### src/rtl/int_sequencer.sv
// Interrupt/reset entry sequencer for the 6502 core: pushes PC and P, sets I, fetches the vector and loads PC.
// Optional NMI_HIJACK_EN: an NMI pending during the pushes of an IRQ/BRK sequence redirects its vector fetch to NMI_VEC.
module int_sequencer #(
  parameter logic [15:0] NMI_VEC    = 16'hFFFA,
  parameter logic [15:0] RST_VEC    = 16'hFFFC,
  parameter logic [15:0] IRQ_VEC    = 16'hFFFE,
  parameter logic [7:0]  STACK_PAGE = 8'h01
) (
  input  logic        clk,
  input  logic        reset,
  input  logic        nmi_l,
  input  logic        irq_l,
  input  logic        brk_req,
  input  logic        instr_done,
  input  logic [15:0] pc_in,
  input  logic [7:0]  sp_in,
  input  logic [7:0]  p_in,
  input  logic [7:0]  data_in,
  output logic        busy,
  output logic        brk_ack,
  output logic [15:0] addr,
  output logic [7:0]  data_out,
  output logic        rw,
  output logic        sp_dec,
  output logic        p_enable,
  output logic        set_carry,
  output logic        set_zero,
  output logic        set_int_disable,
  output logic        set_break,
  output logic        set_overflow,
  output logic        set_negative,
  output logic        pc_load,
  output logic [15:0] pc_out
);

  localparam int unsigned ST_W   = 3;
  localparam int unsigned KIND_W = 2;

  localparam logic [ST_W-1:0] S_RST_HOLD = 3'd0;
  localparam logic [ST_W-1:0] S_IDLE     = 3'd1;
  localparam logic [ST_W-1:0] S_PUSH_PCH = 3'd2;
  localparam logic [ST_W-1:0] S_PUSH_PCL = 3'd3;
  localparam logic [ST_W-1:0] S_PUSH_P   = 3'd4;
  localparam logic [ST_W-1:0] S_VEC_LO   = 3'd5;
  localparam logic [ST_W-1:0] S_VEC_HI   = 3'd6;
  localparam logic [ST_W-1:0] S_LOAD_PC  = 3'd7;

  localparam logic [KIND_W-1:0] K_RESET = 2'd0;
  localparam logic [KIND_W-1:0] K_NMI   = 2'd1;
  localparam logic [KIND_W-1:0] K_IRQ   = 2'd2;
  localparam logic [KIND_W-1:0] K_BRK   = 2'd3;

  logic [ST_W-1:0]   r_state, w_state, w_state_nxt;
  logic [KIND_W-1:0] r_kind, w_kind_nxt;
  logic              r_nmi_q, r_nmi_pend, w_nmi_pend_nxt, w_nmi_edge, w_clr_nmi;
  logic [7:0]        r_vec_lo, w_vec_lo_nxt;
  logic [15:0]       w_vec_base;
  logic              w_unused;

  assign w_unused = p_in[5];

  // State, kind, NMI edge detector and captured vector low byte
  always_ff @(posedge clk) begin
    r_nmi_q <= nmi_l;
    if (reset) begin
      r_state    <= S_RST_HOLD;
      r_kind     <= K_RESET;
      r_nmi_pend <= 1'b0;
      r_vec_lo   <= 8'h00;
    end else begin
      r_state    <= w_state_nxt;
      r_kind     <= w_kind_nxt;
      r_nmi_pend <= w_nmi_pend_nxt;
      r_vec_lo   <= w_vec_lo_nxt;
    end
  end

  always_comb begin
    case (r_kind)
      K_NMI:   w_vec_base = NMI_VEC;
      K_RESET: w_vec_base = RST_VEC;
      default: w_vec_base = IRQ_VEC;
    endcase
  end

  // Reset overrides the registered state so an aborted sequence stops driving the bus at once
  always_comb begin
    w_state         = reset ? S_RST_HOLD : r_state;
    w_state_nxt     = w_state;
    w_kind_nxt      = r_kind;
    w_vec_lo_nxt    = r_vec_lo;
    w_nmi_edge      = r_nmi_q & ~nmi_l;
    w_clr_nmi       = 1'b0;
    busy            = (w_state != S_IDLE);
    brk_ack         = 1'b0;
    addr            = 16'h0000;
    data_out        = 8'h00;
    rw              = 1'b1;
    sp_dec          = 1'b0;
    p_enable        = 1'b0;
    set_carry       = p_in[0];
    set_zero        = p_in[1];
    set_int_disable = p_in[2];
    set_break       = p_in[4];
    set_overflow    = p_in[6];
    set_negative    = p_in[7];
    pc_load         = 1'b0;
    pc_out          = 16'h0000;

    case (w_state)
      S_RST_HOLD: begin
        w_state_nxt = S_PUSH_PCH;
        w_kind_nxt  = K_RESET;
      end
      S_IDLE: begin
        if (instr_done) begin
          if (r_nmi_pend) begin
            w_state_nxt = S_PUSH_PCH;
            w_kind_nxt  = K_NMI;
          end else if (brk_req) begin
            w_state_nxt = S_PUSH_PCH;
            w_kind_nxt  = K_BRK;
            brk_ack     = 1'b1;
          end else if (~irq_l & ~p_in[2]) begin
            w_state_nxt = S_PUSH_PCH;
            w_kind_nxt  = K_IRQ;
          end
        end
      end
      S_PUSH_PCH: begin
        addr        = {STACK_PAGE, sp_in};
        data_out    = pc_in[15:8];
        rw          = (r_kind == K_RESET);
        sp_dec      = 1'b1;
        w_state_nxt = S_PUSH_PCL;
      end
      S_PUSH_PCL: begin
        addr        = {STACK_PAGE, sp_in};
        data_out    = pc_in[7:0];
        rw          = (r_kind == K_RESET);
        sp_dec      = 1'b1;
        w_state_nxt = S_PUSH_P;
      end
      S_PUSH_P: begin
        addr        = {STACK_PAGE, sp_in};
        data_out    = {p_in[7:6], 1'b1, (r_kind == K_BRK), p_in[3:0]};
        rw          = (r_kind == K_RESET);
        sp_dec      = 1'b1;
        w_state_nxt = S_VEC_LO;
`ifdef NMI_HIJACK_EN
        if (r_nmi_pend && ((r_kind == K_IRQ) || (r_kind == K_BRK)))
          w_kind_nxt = K_NMI;
`endif
        w_clr_nmi = (w_kind_nxt == K_NMI);
      end
      S_VEC_LO: begin
        addr            = w_vec_base;
        p_enable        = 1'b1;
        set_int_disable = 1'b1;
        w_state_nxt     = S_VEC_HI;
      end
      S_VEC_HI: begin
        addr         = w_vec_base + 16'd1;
        w_vec_lo_nxt = data_in;
        w_state_nxt  = S_LOAD_PC;
      end
      S_LOAD_PC: begin
        pc_out      = {data_in, r_vec_lo};
        pc_load     = 1'b1;
        w_state_nxt = S_IDLE;
      end
      default: w_state_nxt = S_RST_HOLD;
    endcase

    // A new edge in the clearing cycle keeps the NMI pending
    w_nmi_pend_nxt = w_nmi_edge | (r_nmi_pend & ~w_clr_nmi);
  end

endmodule

### config.mk
export PLATFORM = sky130hd
export DESIGN_NAME = int_sequencer
export DESIGN_NICKNAME = d
export VERILOG_FILES = /design/src/rtl/int_sequencer.sv
export SDC_FILE = /design/constraint.sdc
export NUM_CORES = 1
export LEC_CHECK = 0
export CAP_MARGIN = 20
export CELL_PAD_IN_SITES_DETAIL_PLACEMENT = 0
export CELL_PAD_IN_SITES_GLOBAL_PLACEMENT = 1
export CORE_MARGIN = 4
export CORE_UTILIZATION = 20
export CTS_BUF_LIST = sky130_fd_sc_hd__clkbuf_2 sky130_fd_sc_hd__clkbuf_4 sky130_fd_sc_hd__clkbuf_8
export CTS_CLUSTER_DIAMETER = 80
export CTS_CLUSTER_SIZE = 14
export DETAILED_ROUTE_END_ITERATION = 16
export HOLD_SLACK_MARGIN = 0.03
export PLACE_DENSITY = 0.85
export SETUP_SLACK_MARGIN = 0.5
export SLEW_MARGIN = 10
export SYNTH_ARGS = -nofsm -noshare
export SYNTH_HDL_FRONTEND = slang
export SYNTH_SLANG_ARGS = --single-unit
### constraint.sdc
create_clock -name clk -period 1.3 [get_ports clk]
set_clock_uncertainty 0.15 [all_clocks]
set_input_delay 0.13 -clock clk [delete_from_list [all_inputs] [get_ports clk]]
set_output_delay 0.13 -clock clk [all_outputs]
set_load 0.1 [all_outputs]
# [Yosys cells after proc, flatten, opt, wreduce, memory -nomap -nowiden]
# Cells that the tools add are included.
[totals] regBits=15 input_bits=46 wordCells=56
[classes] add_sub_neg=1 eq_ne=12 mux=25 n_bitwise=8 n_reduce_logical=5
[ops] operator="one-hot mux 16 bit (3 select lines)" n=1
[ops] operator="one-hot mux 3 bit (8 select lines)" n=1
[ops] operator="one-hot mux 8 bit (3 select lines)" n=1
[ops] operator="adder 16 x 1 -> 16 bit (second input constant)" n=1
[ops] operator="2-to-1 mux 16 bit" n=1
[ops] operator="2-to-1 mux 3 bit" n=5
[ops] operator="== test 3 bit (second input constant)" n=4
[ops] operator="2-to-1 mux 1 bit" n=10
[ops] operator="2-to-1 mux 2 bit" n=4
[ops] operator="== test 3 x 2 -> 1 bit (second input constant)" n=2
[ops] operator="one-hot mux 3 bit (2 select lines)" n=1
[ops] operator="inequality test 4 bit (second input constant)" n=1
[ops] operator="NOT 1 bit" n=4
[ops] operator="one-hot mux 2 bit (2 select lines)" n=1
[ops] operator="AND 1 bit" n=3
[ops] operator="== test 3 x 1 -> 1 bit (second input constant)" n=1
[ops] operator="logical NOT 3 bit" n=1
[ops] operator="inequality test 3 x 1 -> 1 bit (second input constant)" n=1
[ops] operator="AND reduction 3 bit" n=1
[ops] operator="OR reduction 3 bit" n=1
[ops] operator="== test 2 x 1 -> 1 bit (second input constant)" n=1
[ops] operator="== test 2 bit (second input constant)" n=1
[ops] operator="logical NOT 2 bit" n=1
[ops] operator="inequality test 2 bit (second input constant)" n=1
[ops] operator="2 further kinds" n=2

# [Logic depth before layout (Yosys ltp)]
# Gate-level depths: netlist of run 1.
[depth] word_depth=7 depth_mapped=5 depth_no_buf=5

# [Least setup slack after synthesis of run 1]
# No wires, ideal clock.
[synth_path] path_type="register -> output" from="register r_state[0]" to="output brk_ack" arrival_time_ns=3.051 required_ns=1.020 setup_slack_ns=-2.031 stages_incl_launch_ff=5 n_path_buf=0 path_cell_list="dfxtp_1 -> nand2b_4 -> nor3_4 -> nand2_1 -> nor3b_1"
[synth_via] elab_chain_len=3
[synth_rtl] item="start: declaration" line_no="53" rtl="logic [ST_W-1:0] r_state, w_state, w_state_nxt;"
[synth_rtl] item="start signal: assignment" line_no="71" rtl="r_state <= w_state_nxt;"
[synth_rtl] item="2-to-1 mux 3 bit" line_no="88" rtl="w_state = reset ? S_RST_HOLD : r_state;"
[synth_rtl] item="== test 3 x 1 -> 1 bit" line_no="110" rtl="case (w_state)"
[synth_rtl] item="2-to-1 mux 1 bit" line_no="110"
[synth_rtl] item="end: declaration" line_no="20" rtl="output logic brk_ack,"
# Every way passes these cells.

# [Worst setup path after layout of run 1]
[layout_path] from="register r_state[0]" to="output addr[2]"
[layout_via] elab_chain_len=4 word_cells_on_any_way=8
[layout_rtl] item="2-to-1 mux 3 bit *" line_no="88"
[layout_rtl] item="== test 3 bit / == test 3 x 2 -> 1 bit (equally long branches)" line_no="110"
[layout_rtl] item="OR reduction 3 bit (no source line)"
[layout_rtl] item="one-hot mux 16 bit (3 select lines) *" line_no="110"
[layout_rtl] item="end: declaration" line_no="21" rtl="output logic [15:0] addr,"
# Every way passes the cells marked *; elsewhere a longest branch is shown, timed or not.

==> key figures, run 1 <==
Global route
  • Initial antenna violation count: 0
  • Vias in the first global route: 1,754
  • Largest net degree at the start of global routing: 12
  • Grt ovf: 0
  • Global-route wire length before repair: 8830 um
  • Tot GR Track Use: 0.152

Critical path
  • R2r startpoint: r_state[1]$_SDFF_PP0_
  • WP data arrival: 1640 ps
  • Reg2Reg Depth: 11
  • CP Cell Sequence: buf_6, nor2_1, nand2_2, a21oi_4, buf_12, a22o_4, buf_12
  • R2r setup slk: -440 ps
  • RR Endpoint: r_vec_lo[5]$_SDFFE_PP0N_
  • CP endpoint kind: output pin
  • Worst setup SP type: flop
  • WP data required: 1020 ps
  • Largest stage delay, worst path: 390 ps
  • Most frequent CP cell: buf_12
  • Max FO, Critical Path: 9
  • CP delay by family, top: buffers and inverters
  • Crit path buf inv count: 3
  • Slowest-stage cell, CP: dfxtp_4
  • Crit Path Category: flop to output pin
  • Worst Setup SP: r_state[0]$_SDFF_PP0_

Timing
  • Final worst slack: -620 ps
  • Slew at the pin with the worst max-slew slack: 366 ps
  • RSZ-0062 raised after global routing: yes
  • Final worst path period share: 1.48
  • Post-route minimum period: 1920 ps
  • Fmax: 521 MHz
  • # setup viols final: 59
  • Max Slew Vio Count: 0
  • Rel. slew slack: 0.756
  • Final Hold Viols: 0

Yosys
  • Post-Synth Adder-Cell Area: 0
  • Main combinational cell family by area after synthesis: simple AND/OR/NAND/NOR gates
  • Compound-gate portion of the synthesized area: 0.237
  • Primary FF master, synth: dfxtp_1
  • Post-synthesis cell count: 142
  • Area share of the largest cell type after synthesis: 0.257
  • Synth area leaders: dfxtp_1 26%, buf_4 9.0%, and2_1 8.6%
  • Flops & latches, synth: 15
  • Xor/xnor share of the synthesized area: 0.00749
  • Simple-Gate Fraction of Synth Area: 0.379
  • Synth area leader: dfxtp_1
  • Synth unique cells: 37
  • Synthesized area per cell: 8.24 sq um
  • Most numerous cell in the Yosys netlist: nand2_1
  • Synth warn: 0
  • Synth top cells by count: 17 x nand2_1, 16 x and2_1, 15 x dfxtp_1
  • Syn_nets: 188
  • Seq/Total Area, Yosys: 0.257
  • Async S/R FF share, synth: 0
  • EDFF count, synth: 0
  • Mux contribution to synthesized area: 0
  • Synthesized cell area: 1170 sq um

Power
  • Power Density: 803 nW/um^2
  • Power, Total: 0.00301 W
  • Peak supply drop: 0.000563 V
  • Pleak: 1.60 nW

Placement
  • Hpwl dp: 3910 um
  • Worst slack at placement: -687 ps
  • Port bufs: 94
  • Routability cong.: 0.740
  • Post-placement cell area: 3110 sq um

Worst hold path
  • Worst Hold End: set_break
  • Hold Crit Depth: 0
  • Type of the most critical hold path: input port to output pin
  • Hold path startpoint: p_in[4]

Clock network
  • Skew-Pair Late Insertion Delay: 250 ps
  • CTS Sinks: 15
  • Hold buffer count at cts: 0
  • Root Driver: clkbuf_8
  • H-tree depth: 1
  • CTS Buf Count: 3
  • Clock-pin slew on the worst setup and hold paths: 70 ps
  • CTS Buffer Depth: 2
  • CTS tree: built

Die
  • # rows: 27
  • # IOs: 98
  • Die width: 84.5 um
  • Core area: 5570 sq um
  • Die height: 84.5 um
  • Initial core utilization: 0.210
  • Die area: 7140 sq um

Layout
  • Layout cells sized above 1: 0.693
  • Antenna Cells: 0
  • Layout area overhead: 221%
  • Fill cell total of the finished layout: 378
  • Finished Cell Area: 3750 sq um
  • Layout Nets: 337

Routing
  • DR vias: 1,607
  • Routed length per instance: 16.5 um
  • Drt pass-1 iters: 5
  • Routed Antenna Nets: 0
  • # DRC: 0
  • Via density per instance: 4.44
  • Routed WL: 5970 um
  • Detailed Route Iter0 Violations: 33

Status
  • Failing checks: setup timing
  • Status: finished with violations

Run
  • Max cap viols: 0
-- sequential cells by signal (all words and copies together), names as in the netlist --
register / flops
r_nmi_q: 1
r_kind: 2
r_nmi_pend: 1
r_vec_lo: 8
r_state: 3
-- metrics by stage --
stage / setup TNS, ps / instances / hold slack [ps] / util
after floorplan: -17990 / 142 / 7.72 / -
after detailed placement: -29140 / 322 / 111 / 0.558
after CTS: -26440 / 347 / 111 / 0.635
final: -30460 / 362 / 110 / 0.673
after global placement: -28440 / 322 / 111 / 0.558
after global routing: -33680 / 362 / 110 / 0.673
-- worst reg2reg max path, stage by stage (launching register included) --
cell      delay (ps)
dfxtp_4          420
buf_12           120
nand2b_4          70
buf_4            140
buf_6            110
nor2_4           110
buf_6            110
buf_6             90
buf_4            100
buf_8            130
nand2_1           60
o21ai_1           70
-- cell families after synthesis --
kind of cell	after synthesis
AO/OA/AOI/OAI	34
XOR/XNOR	1
buffers and inverters	23
flip-flops	15
AND/OR/NAND/NOR	69
-- layout by cell type (no fill, tap or decap), types with 6 or more instances in the layout --
| cell | instances |
|---|---|
| a222oi_1 | 6 |
| buf_6 | 29 |
| inv_2 | 6 |
| buf_4 | 20 |
| buf_12 | 62 |
| dfxtp_1 | 11 |
| nand2_1 | 6 |
| clkdlybuf4s50_1 | 35 |
| nand2_2 | 7 |
| a21o_4 | 6 |
| nand2b_1 | 10 |
| o21ai_1 | 6 |
| and2_4 | 16 |
-- metal layers --
| metal | global-route usage | up-vias | routed length, um |
|---|---|---|---|
| met5 | 0 | - | 0 |
| met4 | 0.0403 | 0 | 59 |
| met3 | 0.0255 | 6 | 211 |
| met2 | 0.309 | 38 | 3570 |
| met1 | 0.156 | 780 | 2120 |
| li1 | - | 783 | - |
-- how the worst max path moves through the flow --
stage / cells after the start / to
after floorplan: 3 / addr[1]
after global routing: 6 / data_out[3]
after CTS: 7 / data_out[3]
after detailed placement: 7 / data_out[3]
after global placement: 6 / data_out[4]
final: 7 / addr[2]
-- repair_timing --
item                       4_1_cts  5_1_grt
gates cloned                     3        0
buffers inserted                18       15
gates resized for setup         51       28
pin swaps                       36       12
setup endpoints to repair       65       63
-- area by class of cell --
type	count	area (sq um)	share of cell area
clock buffers	3	41.3	0.0110
multi-input cells	104	1000	0.267
repair buffers	160	2260	0.604
clock inverters	1	5.00	0.00133
inverters	7	31.3	0.00834
well taps	72	90.1	0.0240
flip-flops and latches	15	315	0.0841
-- report_power, final --
group	internal, W	switching [W]
registers	0.000493	0.0000573
logic	0.000944	0.00112
clock network	0.000213	0.000184
total	0.00165	0.00136
Power figures use the tool's default switching activity.
==> run 2: changes to the inputs <==
--- a/config.mk
+++ b/config.mk
@@ -9,13 +9,13 @@
 export CELL_PAD_IN_SITES_DETAIL_PLACEMENT = 0
 export CELL_PAD_IN_SITES_GLOBAL_PLACEMENT = 1
 export CORE_MARGIN = 4
-export CORE_UTILIZATION = 20
-export CTS_BUF_LIST = sky130_fd_sc_hd__clkbuf_2 sky130_fd_sc_hd__clkbuf_4 sky130_fd_sc_hd__clkbuf_8
+export CORE_UTILIZATION = 19
+export CTS_BUF_LIST = sky130_fd_sc_hd__clkbuf_16
 export CTS_CLUSTER_DIAMETER = 80
 export CTS_CLUSTER_SIZE = 14
 export DETAILED_ROUTE_END_ITERATION = 16
 export HOLD_SLACK_MARGIN = 0.03
-export PLACE_DENSITY = 0.85
+export PLACE_DENSITY = 0.82
 export SETUP_SLACK_MARGIN = 0.5
 export SLEW_MARGIN = 10
 export SYNTH_ARGS = -nofsm -noshare
==> key figures, run 2 (same netlist as run 1, synthesis figures left out) <==
Critical path
  • CP endpoint kind: output pin
  • WP data arrival: 1590 ps
  • R2r startpoint: r_state[0]$_SDFF_PP0_
  • Crit path capture: addr[10]
  • Reg2Reg Depth: 6
  • Worst setup SP type: flop
  • Largest stage delay, worst path: 400 ps
  • Slowest-stage cell, CP: dfxtp_4
  • Most frequent CP cell: buf_12
  • Crit Path Category: flop to output pin
  • RR Endpoint: r_kind[0]$_SDFFE_PP0P_
  • Max FO, Critical Path: 9
  • R2r setup slk: -230 ps
  • WP data required: 1020 ps
  • Crit path buf inv count: 5
  • CP delay by family, top: buffers and inverters
  • Worst Setup SP: r_state[0]$_SDFF_PP0_
  • CP Cell Sequence: buf_4, nand2b_4, buf_4, a21oi_4, buf_12, buf_12, buf_12
  • Crit. path cell count: 7

Clock network
  • Hold buffer count at cts: 0
  • CTS Buf Count: 3
  • H-tree depth: 1
  • CTS tree: built
  • Clock-pin slew on the worst setup and hold paths: 50 ps
  • CTS Sinks: 15
  • Skew-Pair Late Insertion Delay: 240 ps
  • CTS Buffer Depth: 2
  • Root Driver: clkbuf_16

Timing
  • Rel. slew slack: 0.756
  • Slew at the pin with the worst max-slew slack: 366 ps
  • Final Hold Viols: 0
  • Final worst path period share: 1.44
  • RSZ-0062 raised after global routing: yes
  • Fmax: 535 MHz
  • Post-route minimum period: 1870 ps
  • Final worst slack: -568 ps
  • # setup viols final: 59
  • Max Slew Vio Count: 0

Global route
  • Vias in the first global route: 1,679
  • Global-route wire length before repair: 7870 um
  • Tot GR Track Use: 0.130
  • M3 GR Usage: 0.0219
  • Grt ovf: 0
  • Largest net degree at the start of global routing: 10
  • Grt met1 use: 0.142
  • GR Util met2: 0.255
  • Gr busiest metal: met2
  • Initial antenna violation count: 0

Routing
  • Routed length per instance: 15.0 um
  • DR vias: 1,557
  • # DRC: 0
  • Routed WL: 5310 um
  • Routed Antenna Nets: 0
  • Drt pass-1 iters: 5
  • Detailed Route Iter0 Violations: 37
  • Via density per instance: 4.40

Layout
  • Layout cells sized above 1: 0.677
  • Layout area overhead: 210%
  • Max reg flops: 8
  • Finished Cell Area: 3620 sq um
  • Biggest regs: r_vec_lo x8, r_state x3, r_kind x2
  • Multi-input gate area: 983 sq um
  • Most frequent cells in the layout: 62 x buf_12, 35 x clkdlybuf4s50_1, 24 x buf_4
  • Most common cell after layout, fill and taps aside: buf_12
  • Fill cell total of the finished layout: 460
  • Top reg by flops: r_vec_lo
  • Register Area: 315 sq um
  • Antenna Cells: 0
  • Layout Nets: 326
  • Core Util, Final: 0.609

Die
  • Die width: 86.5 um
  • # rows: 28
  • Core area: 5960 sq um
  • Die height: 86.5 um
  • # IOs: 98
  • Die area: 7480 sq um
  • Initial core utilization: 0.196

Power
  • Power, Total: 0.00311 W
  • Power Density: 859 nW/um^2
  • Peak supply drop: 0.000690 V
  • Pleak: 1.53 nW

Worst hold path
  • Hold Crit Depth: 0
  • Type of the most critical hold path: input port to output pin

Run
  • Max cap viols: 0

Status
  • Status: finished with violations
  • Failing checks: setup timing

Placement
  • Routability cong.: 0.759
  • Port bufs: 94
  • Post-placement cell area: 3100 sq um
  • Hpwl dp: 3750 um
run 2: layout make-up:
type | instances | area share
repair buffers | 149 | 0.585
multi-input cells | 104 | 0.271
flip-flops and latches | 15 | 0.0870
clock buffers | 3 | 0.0207
well taps | 75 | 0.0259
clock inverters | 1 | 0.00104
inverters | 7 | 0.00863
run 2: repair_timing:
item | 4_1_cts | 5_1_grt
resized for setup | 44 | 13
setup endpoints to repair | 65 | 62
pin swaps | 39 | 11
cloned | 2 | 1
buffers inserted | 17 | 5
endpoints found under the hold margin | 0 | 0
run 2: how the worst min path moves through the flow:
stage	startpoint	endpoint	slack [ps]
final	p_in[4]	set_break	110
after global routing	p_in[4]	set_break	110
after CTS	p_in[4]	set_break	110
after detailed placement	p_in[4]	set_break	110
after global placement	p_in[4]	set_break	110
after floorplan	nmi_l	r_nmi_q$_DFF_P_	8
run 2: through the flow:
stage / instances / hold WS [ps] / setup WS [ps] / setup TNS [ps]
5_1_grt: 354 / 111 / -634 / -29780
2_1_floorplan: 142 / 7.72 / -801 / -17990
3_5_place_dp: 325 / 111 / -641 / -28000
3_3_place_gp: 325 / 111 / -582 / -26760
4_1_cts: 348 / 111 / -537 / -24950
6_report: 354 / 110 / -568 / -26400
run 2: routing by layer:
metal  routed length [um]  vias to the layer above
li1                     -                      758
met1                 1900                      755
met2                 3150                       38
met3                  187                        6
met4                   67                        0
met5                    0                        -
run 2: power by group:
| part | total (W) | leakage (nW) | internal (W) | switching [W] |
|---|---|---|---|---|
| Clock | 0.000591 | 0.0423 | 0.000407 | 0.000184 |
| Combinational | 0.00197 | 1.36 | 0.000891 | 0.00108 |
| Sequential | 0.000550 | 0.125 | 0.000495 | 0.0000550 |
==> run 3: changes to the inputs <==
==> constraint.sdc (replaced) <==
create_clock -name clk -period 1.7 [get_ports clk]
set_clock_uncertainty 0.15 [all_clocks]
set_input_delay 0.17 -clock clk [delete_from_list [all_inputs] [get_ports clk]]
set_output_delay 0.17 -clock clk [all_outputs]
set_load 0.1 [all_outputs]
==> key figures, run 3 (same netlist as run 1, synthesis figures left out) <==
Timing
  • Slew at the pin with the worst max-slew slack: 373 ps
  • Final worst slack: -216 ps
  • Max Slew Vio Count: 0
  • RSZ-0062 raised after global routing: yes
  • Fmax: 522 MHz
  • Post-route minimum period: 1920 ps
  • Final worst path period share: 1.13
  • TNS Setup: -7030 ps
  • Rel. slew slack: 0.751
  • Final Hold Viols: 0
  • # setup viols final: 47

Layout
  • Most frequent cells in the layout: 57 x buf_12, 36 x clkdlybuf4s50_1, 19 x buf_6
  • Top reg by flops: r_vec_lo
  • Max reg flops: 8
  • Fill cell total of the finished layout: 486
  • Non-Filler Instances: 344
  • Layout area overhead: 201%
  • Layout cells sized above 1: 0.673
  • Most common cell after layout, fill and taps aside: buf_12
  • Layout Nets: 316
  • Biggest regs: r_vec_lo x8, r_state x3, r_kind x2
  • Antenna Cells: 0

Global route
  • Global-route wire length before repair: 7780 um
  • Largest net degree at the start of global routing: 18
  • Vias in the first global route: 1,616
  • Tot GR Track Use: 0.129
  • Grt ovf: 0
  • Initial antenna violation count: 0

Critical path
  • CP Cell Sequence: buf_12, nor3_4, buf_4, a222oi_1, inv_2, buf_12
  • Crit Path Category: flop to output pin
  • CP delay by family, top: buffers and inverters
  • WP data required: 1380 ps
  • Worst setup SP type: flop
  • Slowest-stage cell, CP: dfxtp_4
  • Largest stage delay, worst path: 400 ps
  • Crit path buf inv count: 4
  • Most frequent CP cell: buf_12
  • WP data arrival: 1600 ps
  • CP endpoint kind: output pin
  • Max FO, Critical Path: 4

Clock network
  • CTS Buffer Depth: 2
  • CTS Buf Count: 3
  • Clock-pin slew on the worst setup and hold paths: 40 ps
  • Hold buffer count at cts: 0
  • CTS Sinks: 15
  • Skew-Pair Late Insertion Delay: 240 ps
  • H-tree depth: 1
  • CTS tree: built
  • Root Driver: clkbuf_16

Placement
  • DP Cell Count: 314
  • Hpwl dp: 3870 um
  • Worst slack at placement: -288 ps
  • Port bufs: 94
  • Routability cong.: 0.683

Routing
  • Via density per instance: 4.48
  • DR vias: 1,540
  • # DRC: 0
  • Detailed Route Iter0 Violations: 69
  • Drt pass-1 iters: 4
  • Routed WL: 5180 um
  • Routed Antenna Nets: 0
  • Routed length per instance: 15.1 um

Die
  • # rows: 28
  • Die area: 7480 sq um
  • Core area: 5960 sq um
  • Die height: 86.5 um
  • Initial core utilization: 0.196
  • # IOs: 98
  • Die width: 86.5 um

Power
  • Peak supply drop: 0.000407 V
  • Pleak: 1.47 nW
  • Power Density: 668 nW/um^2

Status
  • Failing checks: setup timing
  • Status: finished with violations

Worst hold path
  • Type of the most critical hold path: input port to output pin

Run
  • Max cap viols: 0
[run 3: changes by cell type in the layout (fill, tap and decap cells not counted), moves of 3 or more]
cell,change
buf_4,-8
buf_12,-5
buf_6,+4
nand2_1,-4
nand2_2,+4
dlygate4sd2_1,+3
[run 3: layout make-up]
| class | count | area (sq um) | area share |
|---|---|---|---|
| timing repair buffer | 139 | 1990 | 0.567 |
| multi-input combinational | 104 | 1000 | 0.286 |
| sequential | 15 | 313 | 0.0889 |
| tap | 75 | 93.8 | 0.0267 |
| clock buffer | 3 | 75.1 | 0.0213 |
| inverter | 7 | 33.8 | 0.00961 |
| clock inverter | 1 | 3.75 | 0.00107 |
[run 3: worst paths after layout]
check	start	to	slack, ps	cells after the start
setup / recovery	r_state[2]$_SDFF_PP0_	data_out[7]	-220	6
hold / removal	p_in[4]	set_break	190	0
setup reg to reg	r_state[1]$_SDFF_PP0_	r_kind[0]$_SDFFE_PP0P_	130	8
hold reg to reg	r_nmi_q$_DFF_P_	r_nmi_pend$_SDFF_PP0_	290	2
[run 3: worst reg2reg max path: stages, from the launching register on]
cell      delay [ps]
dfxtp_4          380
nand2b_4         190
nor3_4           160
buf_4            140
buf_6            100
inv_8             30
buf_4            130
nor2_4            80
o32ai_2           70
[run 3: routing by layer]
layer,wire length [um],part of all wire,up-vias,GRT usage
met5,0,0,-,0
met4,89,0.017,0,0.0326
met3,188,0.036,6,0.0238
met2,3120,0.60,34,0.253
met1,1790,0.34,756,0.141
li1,-,-,744,-
[run 3: what timing repair did]
item / in CTS / in global routing
resized for setup: 42 / 14
buffers inserted: 17 / 6
setup endpoints to repair: 64 / 62
pin swaps: 37 / 20
cloned: 1 / 2
endpoints found under the hold margin: 0 / 0
[run 3: power by group]
group,internal (W),leakage [nW],switching [W]
Combinational,0.000657,1.30,0.000825
Clock,0.000310,0.0423,0.000130
Sequential,0.000379,0.124,0.0000465
[run 3: per-stage QoR]
| stage | cell area (sq um) | hold slack (ps) | total power, W | util |
|---|---|---|---|---|
| final | 3520 | 191 | 0.00235 | 0.591 |
| after global routing | 3520 | 190 | 0.00244 | 0.591 |
| after detailed placement | 2990 | 192 | 0.00171 | 0.503 |
| after CTS | 3370 | 192 | 0.00231 | 0.566 |
| after global placement | 2990 | 192 | 0.00169 | 0.503 |
| after floorplan | 1410 | 47.7 | 0.00122 | - |
